File: src/rtl/hazard_scoreboard_unit.sv
// rtl/hazard_scoreboard_unit.sv - pipeline hazard unit with long-op scoreboard and stall counter
module hazard_scoreboard_unit #(
  parameter int NUM_REGS     = 32,
  parameter int MAX_LONG     = 4,
  parameter int BRANCH_IN_ID = 1,
  parameter int WB_BYPASS    = 1,
  parameter int CNT_W        = 32,
  localparam int AW          = $clog2(NUM_REGS)
) (
  input  logic                clk,
  input  logic                rst,
  input  logic                id_valid,
  input  logic [AW-1:0]       id_rs1,
  input  logic [AW-1:0]       id_rs2,
  input  logic                id_use_rs1,
  input  logic                id_use_rs2,
  input  logic [AW-1:0]       id_rd,
  input  logic                id_reg_write,
  input  logic                id_long_op,
  input  logic                id_branch,
  input  logic                id_jump,
  input  logic [AW-1:0]       ex_rd,
  input  logic                ex_reg_write,
  input  logic                ex_mem_read,
  input  logic [AW-1:0]       mem_rd,
  input  logic                mem_mem_read,
  input  logic                pc_src,
  input  logic                wb_long_valid,
  input  logic [AW-1:0]       wb_long_rd,
  output logic                stall_if,
  output logic                stall_id,
  output logic                flush_id,
  output logic                flush_ex,
  output logic [NUM_REGS-1:0] sb_pending,
  output logic                long_busy,
  output logic [CNT_W-1:0]    stall_count
);

  localparam logic [3:0] MAX_L = 4'(MAX_LONG);
  localparam bit         BR_EN = (BRANCH_IN_ID != 0);
  localparam bit         BYP   = (WB_BYPASS != 0);

  logic [3:0]          outstanding;
  logic [NUM_REGS-1:0] sb_next;
  logic                q1, q2;
  logic                hit1_ex, hit2_ex, hit1_mem, hit2_mem;
  logic                load_use, br_alu, br_load, sb_raw1, sb_raw2;
  logic                sb_waw, struct_haz, data_haz, issue;

  // Operand-use qualification: unused or x0 source fields never match anything.
  assign q1       = id_valid && id_use_rs1 && (id_rs1 != '0);
  assign q2       = id_valid && id_use_rs2 && (id_rs2 != '0);
  assign hit1_ex  = q1 && (id_rs1 == ex_rd);
  assign hit2_ex  = q2 && (id_rs2 == ex_rd);
  assign hit1_mem = q1 && (id_rs1 == mem_rd);
  assign hit2_mem = q2 && (id_rs2 == mem_rd);

  assign load_use = ex_mem_read && (hit1_ex || hit2_ex);
  assign br_alu   = BR_EN && id_branch && ex_reg_write && !ex_mem_read && (hit1_ex || hit2_ex);
  assign br_load  = BR_EN && id_branch && mem_mem_read && (hit1_mem || hit2_mem);

  // A completing long op writes through the regfile, so its reader need not wait.
  assign sb_raw1  = q1 && sb_pending[id_rs1] && !(BYP && wb_long_valid && (wb_long_rd == id_rs1));
  assign sb_raw2  = q2 && sb_pending[id_rs2] && !(BYP && wb_long_valid && (wb_long_rd == id_rs2));

  assign sb_waw     = id_valid && id_reg_write && (id_rd != '0) && sb_pending[id_rd];
  assign struct_haz = id_valid && id_long_op && (outstanding == MAX_L);
  assign data_haz   = load_use || br_alu || br_load || sb_raw1 || sb_raw2 || sb_waw || struct_haz;
  assign issue      = id_valid && !pc_src && !data_haz && id_long_op;

  always_comb begin
    stall_if = 1'b0;
    stall_id = 1'b0;
    flush_id = 1'b0;
    flush_ex = 1'b0;
    if (!rst) begin
      if (pc_src) begin
        flush_id = 1'b1;
        flush_ex = 1'b1;
      end else if (data_haz) begin
        stall_if = 1'b1;
        stall_id = 1'b1;
        flush_ex = 1'b1;
      end else if (id_jump && id_valid) begin
        flush_id = 1'b1;
      end
    end
  end

  // Set is applied after clear so a same-cycle reissue to the same register wins.
  always_comb begin
    sb_next = sb_pending;
    if (wb_long_valid && (wb_long_rd != '0)) sb_next[wb_long_rd] = 1'b0;
    if (issue && id_reg_write && (id_rd != '0)) sb_next[id_rd] = 1'b1;
    sb_next[0] = 1'b0;
  end

  always_ff @(posedge clk) begin
    if (rst) begin
      sb_pending  <= '0;
      outstanding <= '0;
      stall_count <= '0;
    end else begin
      sb_pending <= sb_next;
      if (issue && !wb_long_valid) begin
        outstanding <= outstanding + 4'd1;
      end else if (!issue && wb_long_valid && (outstanding != '0)) begin
        outstanding <= outstanding - 4'd1;
      end
      if (stall_id && (stall_count != '1)) begin
        stall_count <= stall_count + CNT_W'(1);
      end
    end
  end

  assign long_busy = (outstanding != '0);

endmodule

File: config.mk
export PLATFORM = sky130hd
export DESIGN_NAME = hazard_scoreboard_unit
export DESIGN_NICKNAME = d
export VERILOG_FILES = /design/src/rtl/hazard_scoreboard_unit.sv
export SDC_FILE = /design/constraint.sdc
export NUM_CORES = 1
export LEC_CHECK = 0
export CORE_UTILIZATION = 35
export CTS_BUF_LIST = sky130_fd_sc_hd__clkbuf_8
export DETAILED_ROUTE_END_ITERATION = 10
export SYNTH_ARGS = -nofsm -noshare
export SYNTH_HDL_FRONTEND = slang
export SYNTH_SLANG_ARGS = --single-unit
File: constraint.sdc
create_clock -name clk -period 11.6 [get_ports clk]
set_input_delay 3.48 -clock clk [delete_from_list [all_inputs] [get_ports clk]]
set_output_delay 3.48 -clock clk [all_outputs]
set_load 0.05 [all_outputs]
### Word level (Yosys, flattened, before mapping)

Index checks and enable logic that the tools add are counted.

| cells by class | value |
|---|---|
| add/subtract/negate cells | 3 |
| order comparisons | 6 |
| equal/unequal tests | 8 |
| mux-type cells | 23 |
| bitwise logic cells | 3 |
| reductions and logical operators | 59 |

Operators with widths:

| operator | count |
|---|---|
| $mux 32 | 2 |
| $logic_and 1x1->1 | 38 |
| $add 32x1->32 const B | 1 |
| $and 32x32->32 | 1 |
| $ne 32x32->1 const B | 1 |
| $not 32->32 | 1 |
| $or 32x32->32 | 1 |
| $eq 5x5->1 | 6 |
| $lt 5x6->1 const B | 4 |
| $reduce_bool 5->1 | 4 |
| $bmux 1 s5 | 3 |
| $mux 1 | 14 |
| $demux 1 s5 | 2 |
| $ge 5x1->1 const B | 2 |
| $logic_or 1x1->1 | 8 |
| $mux 4 | 2 |
| $logic_not 1->1 | 7 |
| $add 4x1->4 const B | 1 |
| $eq 4x3->1 const B | 1 |
| $reduce_bool 4->1 | 1 |
| $sub 4x1->4 const B | 1 |
| $reduce_bool 2->1 | 1 |

| storage, ports and cells | value |
|---|---|
| flip-flop bits (word level) | 68 |
| bits of input ports | 44 |

### Depth between registers and ports, before layout

| depth | value |
|---|---|
| word-level depth | 19 |
| mapped depth | 14 |
| mapped depth without buffers | 12 |

### Worst setup path after synthesis

Ideal clock, no wire load.

| timing path | value |
|---|---|
| path kind | input-to-output |
| start | input id_rs2[1] |
| end | output stall_if |
| arrival | 6.035 ns |
| required time | 8.120 ns |
| slack | 2.085 ns |
| stages on the path | 10 |
| buffers on the path | 3 |
| cell sequence | mux4_1 -> mux2_2 -> a221oi_2 -> nor4_1 -> or3_1 -> o31ai_2 -> buf_2 -> buf_2 -> inv_1 -> buf_4 |

| on the way | value |
|---|---|
| word-level cells in the longest chain between the ends | 14 |

Ends and longest elaborated chain:

| item | RTL line | RTL |
|---|---|---|
| from (decl) | 14 | `input logic [AW-1:0] id_rs2,` |
| parallel branches: the longest is 8 deep, another holds $bmux 1 s5 | - |  |
| $logic_or 1x1->1 (*) (3 in a row) | 68 | `assign data_haz = load_use \|\| br_alu \|\| br_load \|\| sb_raw1 \|\| sb_raw2 \|\| sb_waw \|\| struct_haz;` |
| $mux 1 (*) (3 in a row) | - |  |
| to (decl) | 30 | `output logic stall_if,` |

Every way passes the cells marked *. The select of a mux whose other input is x is not followed.

### Worst setup path in the final report

| timing path | value |
|---|---|
| start | input id_rs2[1] |
| end | output flush_id |

| on the way | value |
|---|---|
| word-level cells in the longest chain between the ends | 14 |

Ends and longest elaborated chain:

| item | RTL line | RTL |
|---|---|---|
| parallel branches: the longest is 8 deep, another holds $bmux 1 s5 | - |  |
| $logic_or 1x1->1 (*) (3 in a row) | 68 |  |
| $mux 1 (*) | 80 | `end else if (data_haz) begin` |
| $mux 1 (*) | 77 | `if (pc_src) begin` |
| $mux 1 (*) | 76 | `if (!rst) begin` |
| to (decl) | 32 | `output logic flush_id,` |

Marks and branches as above.

==> qor.txt <==
CP Launch Point = id_rs2[1]
Part of the cycle the worst path needs = 94.1%
Critical Path AT = 7430 ps
Worst rel slew slack = 30.1%
Commonest non-fill, non-tap cell in the layout = clkdlybuf4s50_1
H-tree depth = 3
Placeable core area = 12800 sq um
Die X = 117 um
Commonest non-fill, non-tap cells in the layout = clkdlybuf4s50_1 (110), nand2_1 (76), dfxtp_1 (67)
Complex-gate fraction of the synthesized area = 15.9%
Simple-Gate Fraction of Synth Area = 29.0%
Minimum clock period = 10910 ps
Post-synthesis mux area share = 14.3%
Post-Route WL = 15.3 mm
Net Count, Synth = 617
Clk_skew = 8.87 ps
Critical Path End Type = output port
Die height = 117 um
Ys async rst share = 0%
Initial cell density of the core = 36.4%
RSZ-0062 raised after global routing = false
Rows = 41
Vias = 4768
Post-synth EDFFs = 0
Seq/Total Area, Yosys = 28.9%
CP Data Required Time = 8120 ps
Vias in the first global route = 4482
GPL Wtd Cong = 0.854
Max-slew violations = 0
Area Overhead vs Synth = 29.4%
Worst hold path type = flip-flop to flip-flop
Netlist cell types = 59
Clock share of power = 32.9%
Clock Latency Late Sink = 350 ps
MaxCap Viol Count = 0
Min-delay src = stall_count[30]
CP Max Fanout = 13
Die area = 13700 sq um
Critical path class = primary input to output port
CTS tree = yes
Post-synthesis adder-cell area fraction = 1.24%
Lkg Pwr = 1.97 nW
Post-layout net count = 701
Critical Path Source Type = primary input
Fillers = 1267
# clock sinks = 67
Slew @ Worst Pin = 1040 ps
Pwr dens = 96.6 nW/um^2
Drt via density = 5.74
Worst R2R Start = sb_pending[11]
Post-Syn Area = 4650 sq um
Post-Syn Instances = 569
Antenna violations before repair = 0
Largest family of logic cells by synthesized area = simple AND/OR/NAND/NOR gates
Sequential power share = 42.0%
Setup bufs post-CTS = 0
Hold_buf cts = 0
Total Neg Setup Slack = 0 ps
PortBufs = 111
WHS = 512 ps
Ports = 113
DRC Markers = 0
Antenna viol nets, final = 0
XOR/XNOR share of the synthesized area = 6.03%
Hpwl dp = 11.0 mm
Clock transition at the registers of the reported paths = 70 ps
Hold Vio Cnt, Final = 0
Combinational power share = 25.1%
First-pass DRT Iterations = 5
Synth warnings = 0
Total clock buffers created by CTS = 9
Post-cts resize count = 0
Worst VDD drop = 0.0564 mV
Net Sw Power = 0.000178 W
Synthesized flop and latch total = 67
Fmax = 0.0916 GHz
# setup viols final = 0
DR iter-0 viols = 394
Grt total ovfl = 0
Avg Inst Size Synth = 8.17 sq um
Outcome = completed
Tot GR Track Use = 22.5%
Wirelength per Cell = 18.4 um
Pin count of the biggest net entering global routing = 57
Sw Share = 30.7%
CTS root buffer = clkbuf_8
Most used DFF post-synth = dfxtp_1
First-pass GRT wire length = 23.5 mm
Max Buffers Root-to-Sink = 2
Antenna diodes = 0
Share of layout cells above drive strength 1 = 8.05%
Internal power = 0.000403 W
[per-layer routing]
metal | part of all wire [%] | track usage, %
met1 | 45 | 30.7
met3 | 7.4 | 4.43
met2 | 45 | 34.4
met5 | 0 | 0
met4 | 2.5 | 9.70
[cells by family after synthesis]
logic type	after synthesis
other cells	1
flops	67
compound gates	122
buf+inv	51
xor+xnor	32
mux	44
simple gates	248
fa+ha+maj	4
[power by group through the flow]
stage / clock (W) / combinational [W] / sequential, W
4_1_cts: 0.000197 / 0.000147 / 0.000244
2_1_floorplan: 0 / 0.0000983 / 0.000250
5_1_grt: 0.000208 / 0.000157 / 0.000245
3_3_place_gp: 0 / 0.000141 / 0.000249
3_5_place_dp: 0 / 0.000146 / 0.000250
6_report: 0.000191 / 0.000146 / 0.000244
[worst max-delay path, stage by stage]
cell             delay (ps)
clkdlybuf4s50_1         850
mux4_1                  640
mux2_2                  290
a221oi_2                210
nor4_1                  100
or3_1                   460
nor3_1                  290
nand3_1                 110
a21oi_1                 160
clkdlybuf4s50_1         830
[state kept, by name, indices dropped and copies added (netlist names)]
name / count
outstanding: 4
sb_pending: 31
stall_count: 32
[path summary, 6_finish.rpt]
check / slack [ps] / end / depth (start not counted)
hold / removal: 510 / stall_count[30] / 2
hold reg to reg: 510 / stall_count[30] / 2
setup / recovery: 690 / flush_id / 10
setup reg to reg: 7830 / outstanding[3] / 12
[cell type report]
class / instances / area [sq um] / area share, %
clock buffer: 10 / 138 / 2.29
clock inverter: 6 / 56.3 / 0.936
inverter: 10 / 37.5 / 0.624
multi-input combinational: 451 / 3100 / 51.5
sequential: 67 / 1340 / 22.3
tap: 172 / 215 / 3.58
timing repair buffer: 114 / 1130 / 18.8
[through the flow]
| step | total power [W] | std cells | area, sq um | setup WS, ps | util (%) |
|---|---|---|---|---|---|
| after floorplan | 0.000348 | 569 | 4650 | 2090 | - |
| after global placement | 0.000391 | 814 | 5820 | 800 | 45.6 |
| after detailed placement | 0.000396 | 814 | 5820 | 729 | 45.6 |
| after CTS | 0.000588 | 830 | 6020 | 723 | 47.1 |
| after global routing | 0.000611 | 830 | 6020 | 491 | 47.1 |
| final | 0.000581 | 830 | 6020 | 687 | 47.1 |
[synthesized netlist by cell type (9+ instances only)]
| cell | number | area share [%] |
|---|---|---|
| nand2_1 | 76 | 6.1 |
| dfxtp_1 | 67 | 29 |
| o21ai_0 | 39 | 4.2 |
| a21oi_1 | 35 | 3.8 |
| clkbuf_1 | 28 | 2.3 |
| nand3_1 | 24 | 2.6 |
| nor2_1 | 22 | 1.8 |
| or3_1 | 20 | 2.7 |
| xnor2_1 | 19 | 3.6 |
| o22ai_1 | 18 | 2.4 |
| nand3b_1 | 17 | 2.7 |
| nand4_1 | 17 | 2.3 |
| mux2i_1 | 16 | 3.4 |
| mux4_2 | 15 | 7.3 |
| nor2b_1 | 15 | 2.0 |
| xor2_1 | 13 | 2.4 |
| nor3_1 | 11 | 1.2 |
| buf_2 | 10 | 1.1 |
| inv_1 | 10 | 0.81 |
| mux2_2 | 9 | 2.2 |
Note: power is estimated with default switching activity, not from simulation.
